File: config.mk
export PLATFORM = sky130hd
export DESIGN_NAME = pipeline_hazard_controller
export DESIGN_NICKNAME = d
export VERILOG_FILES = /design/src/rtl/mips_ctrl_pkg.sv /design/src/rtl/hazard_detect.sv /design/src/rtl/pipeline_hazard_controller.sv
export SDC_FILE = /design/constraint.sdc
export NUM_CORES = 1
export LEC_CHECK = 0
export BUFFER_PORTS_ARGS = -buffer_cell sky130_fd_sc_hd__buf_2
export CORE_UTILIZATION = 35
export CTS_BUF_LIST = sky130_fd_sc_hd__clkbuf_8
export CTS_CLUSTER_DIAMETER = 50
export DETAILED_ROUTE_END_ITERATION = 16
export SETUP_SLACK_MARGIN = 0.15
export SLEW_MARGIN = 20
export SYNTH_ARGS = -nofsm -noshare
export SYNTH_HDL_FRONTEND = slang
export SYNTH_SLANG_ARGS = --single-unit
File: constraint.sdc
create_clock -name clk -period 4.2 [get_ports clk]
set_clock_uncertainty 0.2 [all_clocks]
set_input_delay 0 -clock clk [delete_from_list [all_inputs] [get_ports clk]]
set_output_delay 0 -clock clk [all_outputs]
set_load 0.005 [all_outputs]
File: src/rtl/mips_ctrl_pkg.sv
// Shared definitions for the MIPS pipeline control slice.
//   ctrl_state_t     : controller state encoding (IDLE/RUN/DRAIN/HALTED)
//   DRAIN_CYCLES_DEF : default number of bubble cycles used to drain on halt
package mips_ctrl_pkg;

    typedef enum logic [1:0] {
        ST_IDLE   = 2'd0,
        ST_RUN    = 2'd1,
        ST_DRAIN  = 2'd2,
        ST_HALTED = 2'd3
    } ctrl_state_t;

    localparam int DRAIN_CYCLES_DEF = 3;

endpackage

File: src/rtl/hazard_detect.sv
// Combinational load-use hazard compare.
//   mem_read : ID/EX instruction is a load
//   ex_rt    : load destination register
//   id_rs    : rs field of the IF/ID instruction
//   id_rt    : rt field of the IF/ID instruction
//   uses_rt  : IF/ID instruction actually reads rt
//   hazard   : IF/ID instruction needs the load result next cycle
module hazard_detect (
    input  logic       mem_read,
    input  logic [4:0] ex_rt,
    input  logic [4:0] id_rs,
    input  logic [4:0] id_rt,
    input  logic       uses_rt,
    output logic       hazard
);

    // $0 is hardwired to zero, so a load "into" it never creates a dependency.
    assign hazard = mem_read && (ex_rt != 5'd0) &&
                    ((ex_rt == id_rs) || (uses_rt && (ex_rt == id_rt)));

endmodule

File: src/rtl/pipeline_hazard_controller.sv
// Pipeline hazard controller: run/drain/halt sequencing, load-use stalls and
// taken-branch flushes for a 5-stage MIPS pipeline.
//   clk, reset_n                  : clock, async active-low reset
//   start, halt_req               : run request / drain-and-stop request
//   ID_rs, ID_rt, ID_uses_rt      : IF/ID source operands
//   EX_mem_read, EX_rt            : ID/EX load info
//   MEM_branch_taken              : branch resolved taken in MEM
//   pc_write, if_id_write         : PC and IF/ID register enables
//   if_id_flush/id_ex_flush/ex_mem_flush : bubble insertion
//   pc_src_branch                 : PC takes the branch target
//   state                         : controller state
//   stall_count, flush_count      : saturating event counters
//   cycle_count                   : cycles spent in RUN (wraps)
module pipeline_hazard_controller
    import mips_ctrl_pkg::*;
#(
    parameter int DRAIN_CYCLES = DRAIN_CYCLES_DEF,
    parameter int CNT_W        = 16
) (
    input  logic             clk,
    input  logic             reset_n,
    input  logic             start,
    input  logic             halt_req,
    input  logic [4:0]       ID_rs,
    input  logic [4:0]       ID_rt,
    input  logic             ID_uses_rt,
    input  logic             EX_mem_read,
    input  logic [4:0]       EX_rt,
    input  logic             MEM_branch_taken,
    output logic             pc_write,
    output logic             if_id_write,
    output logic             if_id_flush,
    output logic             id_ex_flush,
    output logic             ex_mem_flush,
    output logic             pc_src_branch,
    output logic [1:0]       state,
    output logic [CNT_W-1:0] stall_count,
    output logic [CNT_W-1:0] flush_count,
    output logic [31:0]      cycle_count
);

    localparam int DW = (DRAIN_CYCLES < 1) ? 1 : $clog2(DRAIN_CYCLES + 1);

    ctrl_state_t   state_q;
    logic [DW-1:0] drain_cnt;
    logic          hazard;
    logic          branch_run;
    logic          stall_run;

    hazard_detect u_hazard (
        .mem_read (EX_mem_read),
        .ex_rt    (EX_rt),
        .id_rs    (ID_rs),
        .id_rt    (ID_rt),
        .uses_rt  (ID_uses_rt),
        .hazard   (hazard)
    );

    assign state = state_q;

    // Branch wins over a coincident load-use stall: the stalled instruction
    // is on the wrong path and gets flushed anyway.
    assign branch_run = (state_q == ST_RUN) && MEM_branch_taken;
    assign stall_run  = (state_q == ST_RUN) && hazard && !MEM_branch_taken;

    always_comb begin
        pc_write      = 1'b0;
        if_id_write   = 1'b0;
        if_id_flush   = 1'b1;
        id_ex_flush   = 1'b1;
        ex_mem_flush  = 1'b1;
        pc_src_branch = 1'b0;
        case (state_q)
            ST_RUN: begin
                pc_write     = 1'b1;
                if_id_write  = 1'b1;
                if_id_flush  = 1'b0;
                id_ex_flush  = 1'b0;
                ex_mem_flush = 1'b0;
                if (branch_run) begin
                    pc_src_branch = 1'b1;
                    if_id_flush   = 1'b1;
                    id_ex_flush   = 1'b1;
                    ex_mem_flush  = 1'b1;
                end else if (stall_run) begin
                    pc_write    = 1'b0;
                    if_id_write = 1'b0;
                    id_ex_flush = 1'b1;
                end
            end
            ST_DRAIN: begin
                // Fetch frozen, bubbles fed in while older instructions retire.
                id_ex_flush  = 1'b0;
                ex_mem_flush = 1'b0;
            end
            default: ;
        endcase
    end

    always_ff @(posedge clk or negedge reset_n) begin
        if (!reset_n) begin
            state_q     <= ST_IDLE;
            drain_cnt   <= '0;
            stall_count <= '0;
            flush_count <= '0;
            cycle_count <= '0;
        end else begin
            case (state_q)
                ST_IDLE, ST_HALTED: begin
                    if (start && !halt_req) state_q <= ST_RUN;
                end
                ST_RUN: begin
                    cycle_count <= cycle_count + 32'd1;
                    if (branch_run && (flush_count != '1))
                        flush_count <= flush_count + CNT_W'(1);
                    if (stall_run && (stall_count != '1))
                        stall_count <= stall_count + CNT_W'(1);
                    if (halt_req) begin
                        state_q   <= ST_DRAIN;
                        drain_cnt <= DW'(DRAIN_CYCLES);
                    end
                end
                ST_DRAIN: begin
                    if (drain_cnt <= DW'(1)) state_q <= ST_HALTED;
                    else                     drain_cnt <= drain_cnt - DW'(1);
                end
                default: state_q <= ST_IDLE;
            endcase
        end
    end

endmodule

==> flow_summary.json <==
{
  "fin_ws_ns": 1.66,
  "fill_cells": 905,
  "numCtsBuffers": 9,
  "ff2ff_path_depth": 7,
  "maxSlewViolCount": 0,
  "numPortBuffers": 93,
  "grt_use_total_pct": 15.7,
  "vias": 2697,
  "fin_setup_tns_ns": 0,
  "gp_congestion": 0.789,
  "fmax_mhz": 393,
  "postSynthAreaPerCell_um2": 10.7,
  "reg2reg_from": "state[1]",
  "critical-path-slowest-cell": "ha_1",
  "async_flop_share_pct": 100,
  "numPlacedInstances": 537,
  "first_global_vias": 2614,
  "finalCriticalPeriod_ns": 2.54,
  "cp.required_ns": 4.23,
  "die_w_um": 101,
  "grt-ovfl-total": 0,
  "synth_edf_count": 0,
  "ys_seq_area_share_pct": 50.1,
  "slew_headroom_pct": 50.6,
  "r2r-end": "cycle_count[15]",
  "drive_above_1_share_pct": 28.3,
  "antenna_found_initial": 0,
  "die_area_um2": 10100,
  "critPathArrivalTime_ns": 2.57,
  "mostFrequentLayoutCells": "93 x buf_2, 68 x dfrtp_1, 56 x xnor2_1",
  "seq_area_um2": 1700,
  "insertedDiodeCount": 0,
  "maxCapViolations": 0,
  "hold_slack_ns": 0.0315,
  "crit_path_max_fanout": 14,
  "die_height_um": 101,
  "fin_cells": 556,
  "synthFlopType": "dfrtp_1",
  "cts-root-buf": "clkbuf_8",
  "ys_warn_count": 0,
  "io-pin-count": 94,
  "hpwl_mm": 5.33,
  "placement_rows": 35,
  "multi_input_area_um2": 1650,
  "initialDrtViolationCount": 75,
  "place_ws_ns": 1.58,
  "netlist_instances": 318,
  "dr.pass1.iters": 4,
  "postRouteWirelength_mm": 7.32,
  "vias_per_cell": 4.85,
  "drc": 0,
  "finalInstanceArea_um2": 4250,
  "status": "complete, no violations",
  "cellPowerDensity_nw_per_um2": 411,
  "setup_viol": 0,
  "area_delta_synth_final_pct": 25.0,
  "start_util_pct": 36.4,
  "cts_num_sinks": 68,
  "cpMostUsedCell": "nand4_1",
  "ctsHoldBuffers": 3,
  "h-tree-depth": 3,
  "core_um2": 9330,
  "grt_max_degree": 40,
  "start_kind": "flop",
  "crit_type": "reg2reg",
  "nets": 451,
  "hold_viol_final": 0,
  "post_cts_buffers": 0,
  "rsz0062_at_grt": "false",
  "grt_pass1_wl_mm": 12.4,
  "cts_resized": 0,
  "wire_per_inst_um": 13.2,
  "netlist_area_um2": 3400,
  "post_dp_cell_area_um2": 4020,
  "cts.path.max_buffers": 2,
  "insertion_delay_ns": 0.34,
  "ys_ff_latch": 68,
  "crit_chain": "inv_1 > ha_1 > and3_1 > nand4_1 > nor2_1 > nand4_1 > xnor2_1",
  "cts_tree": "yes",
  "worst-r2r-setup-slack_ns": 1.66,
  "syn_nets": 347,
  "hp-class": "in2async",
  "slowest_delay_ns": 0.46,
  "finalCritPeriodShare_pct": 60.5,
  "end_kind": "flop",
  "leakagePower_nw": 2.11,
  "path_clk_slew_ns": 0.07,
  "final_common_cell": "buf_2",
  "max-vdd-ir-drop_mv": 0.203,
  "ys_types": 37,
  "worstMarginPinSlew_ns": 0.738,
  "final_antenna_net_count": 0
}
## where the power goes
group	total (mW)	switching, mW	leakage [nW]	internal (mW)
Clock	0.549	0.246	0.109	0.303
Sequential	0.808	0.0831	0.912	0.725
Combinational	0.388	0.200	1.09	0.188
Total	1.75	0.530	2.11	1.22
## how the worst max path moves through the flow
| stage | startpoint | end | slack [ns] | depth (start not counted) |
|---|---|---|---|---|
| floorplan | state[1] | stall_count[4] | 2.10 | 8 |
| global placement | state[1] | stall_count[1] | 1.76 | 8 |
| detailed placement | state[1] | cycle_count[15] | 1.58 | 7 |
| CTS | state[1] | cycle_count[15] | 1.59 | 7 |
| global route | state[1] | cycle_count[15] | 1.42 | 7 |
| finish | state[1] | cycle_count[15] | 1.66 | 7 |
## cell type report
type	instances	share of cell area, %
Timing Repair Buffer	98	12.0
Sequential cell	68	40.1
Clock inverter	5	1.18
Multi-Input combinational cell	239	38.8
Inverter	6	0.530
Tap cell	129	3.80
Clock buffer	11	3.57
## worst max-delay path, delay by kind of cell (launching register included)
kind / cells / cell delay (ns)
XOR/XNOR: 1 / 0.14
AND/OR/NAND/NOR: 4 / 1.11
flip-flops: 1 / 0.41
adder cells (fa/ha/maj): 1 / 0.46
buffers and inverters: 1 / 0.10
## registers in the layout (all words and copies together), names as in the netlist
signal	cells
cycle_count	32
state	2
drain_cnt	2
stall_count	16
flush_count	16
## synth_stat cells (2+ instances only)
| cell | n | share of area, % |
|---|---|---|
| nor2b_1 | 2 | 0.37 |
| a21oi_1 | 5 | 0.74 |
| and3_1 | 15 | 2.8 |
| nor2_1 | 14 | 1.5 |
| o21a_1 | 2 | 0.44 |
| mux2_2 | 4 | 1.3 |
| nand3_1 | 25 | 3.7 |
| o21ai_0 | 5 | 0.74 |
| inv_1 | 6 | 0.66 |
| and2_1 | 3 | 0.55 |
| clkbuf_1 | 2 | 0.22 |
| nand2_1 | 32 | 3.5 |
| ha_1 | 7 | 2.6 |
| nand3b_1 | 2 | 0.44 |
| nand2b_1 | 3 | 0.55 |
| xnor2_1 | 56 | 14 |
| xor2_1 | 13 | 3.4 |
| and4_1 | 9 | 2.3 |
| nand4_1 | 25 | 4.6 |
| mux2i_1 | 3 | 0.88 |
| or2_2 | 2 | 0.37 |
| dfrtp_1 | 68 | 50 |
## metrics by stage
step	total power [mW]	utilization [%]
6_report	1.75	45.5
4_1_cts	1.77	45.5
2_1_floorplan	1.04	-
3_3_place_gp	1.20	43.0
3_5_place_dp	1.21	43.0
5_1_grt	1.86	45.5
## per-layer routing
layer | global-route usage [%] | up-vias | share of wire (%)
li1 | - | 1331 | -
met1 | 20.2 | 1281 | 48
met2 | 25.6 | 76 | 46
met3 | 3.68 | 9 | 4.8
met4 | 6.69 | 0 | 1.6
met5 | 0 | - | 0
## cells by family after synthesis
family | count (synthesis) | share of synthesized area, %
DFF | 68 | 50.1
adders and majority gates | 7 | 2.58
muxes | 7 | 2.21
xor gates and xnor gates | 69 | 17.8
buffers and inverters | 11 | 1.36
AOI/OAI and AO/OA | 17 | 3.28
and+or+nand+nor | 139 | 22.7
No activity file was read; power rests on OpenSTA's default activity.
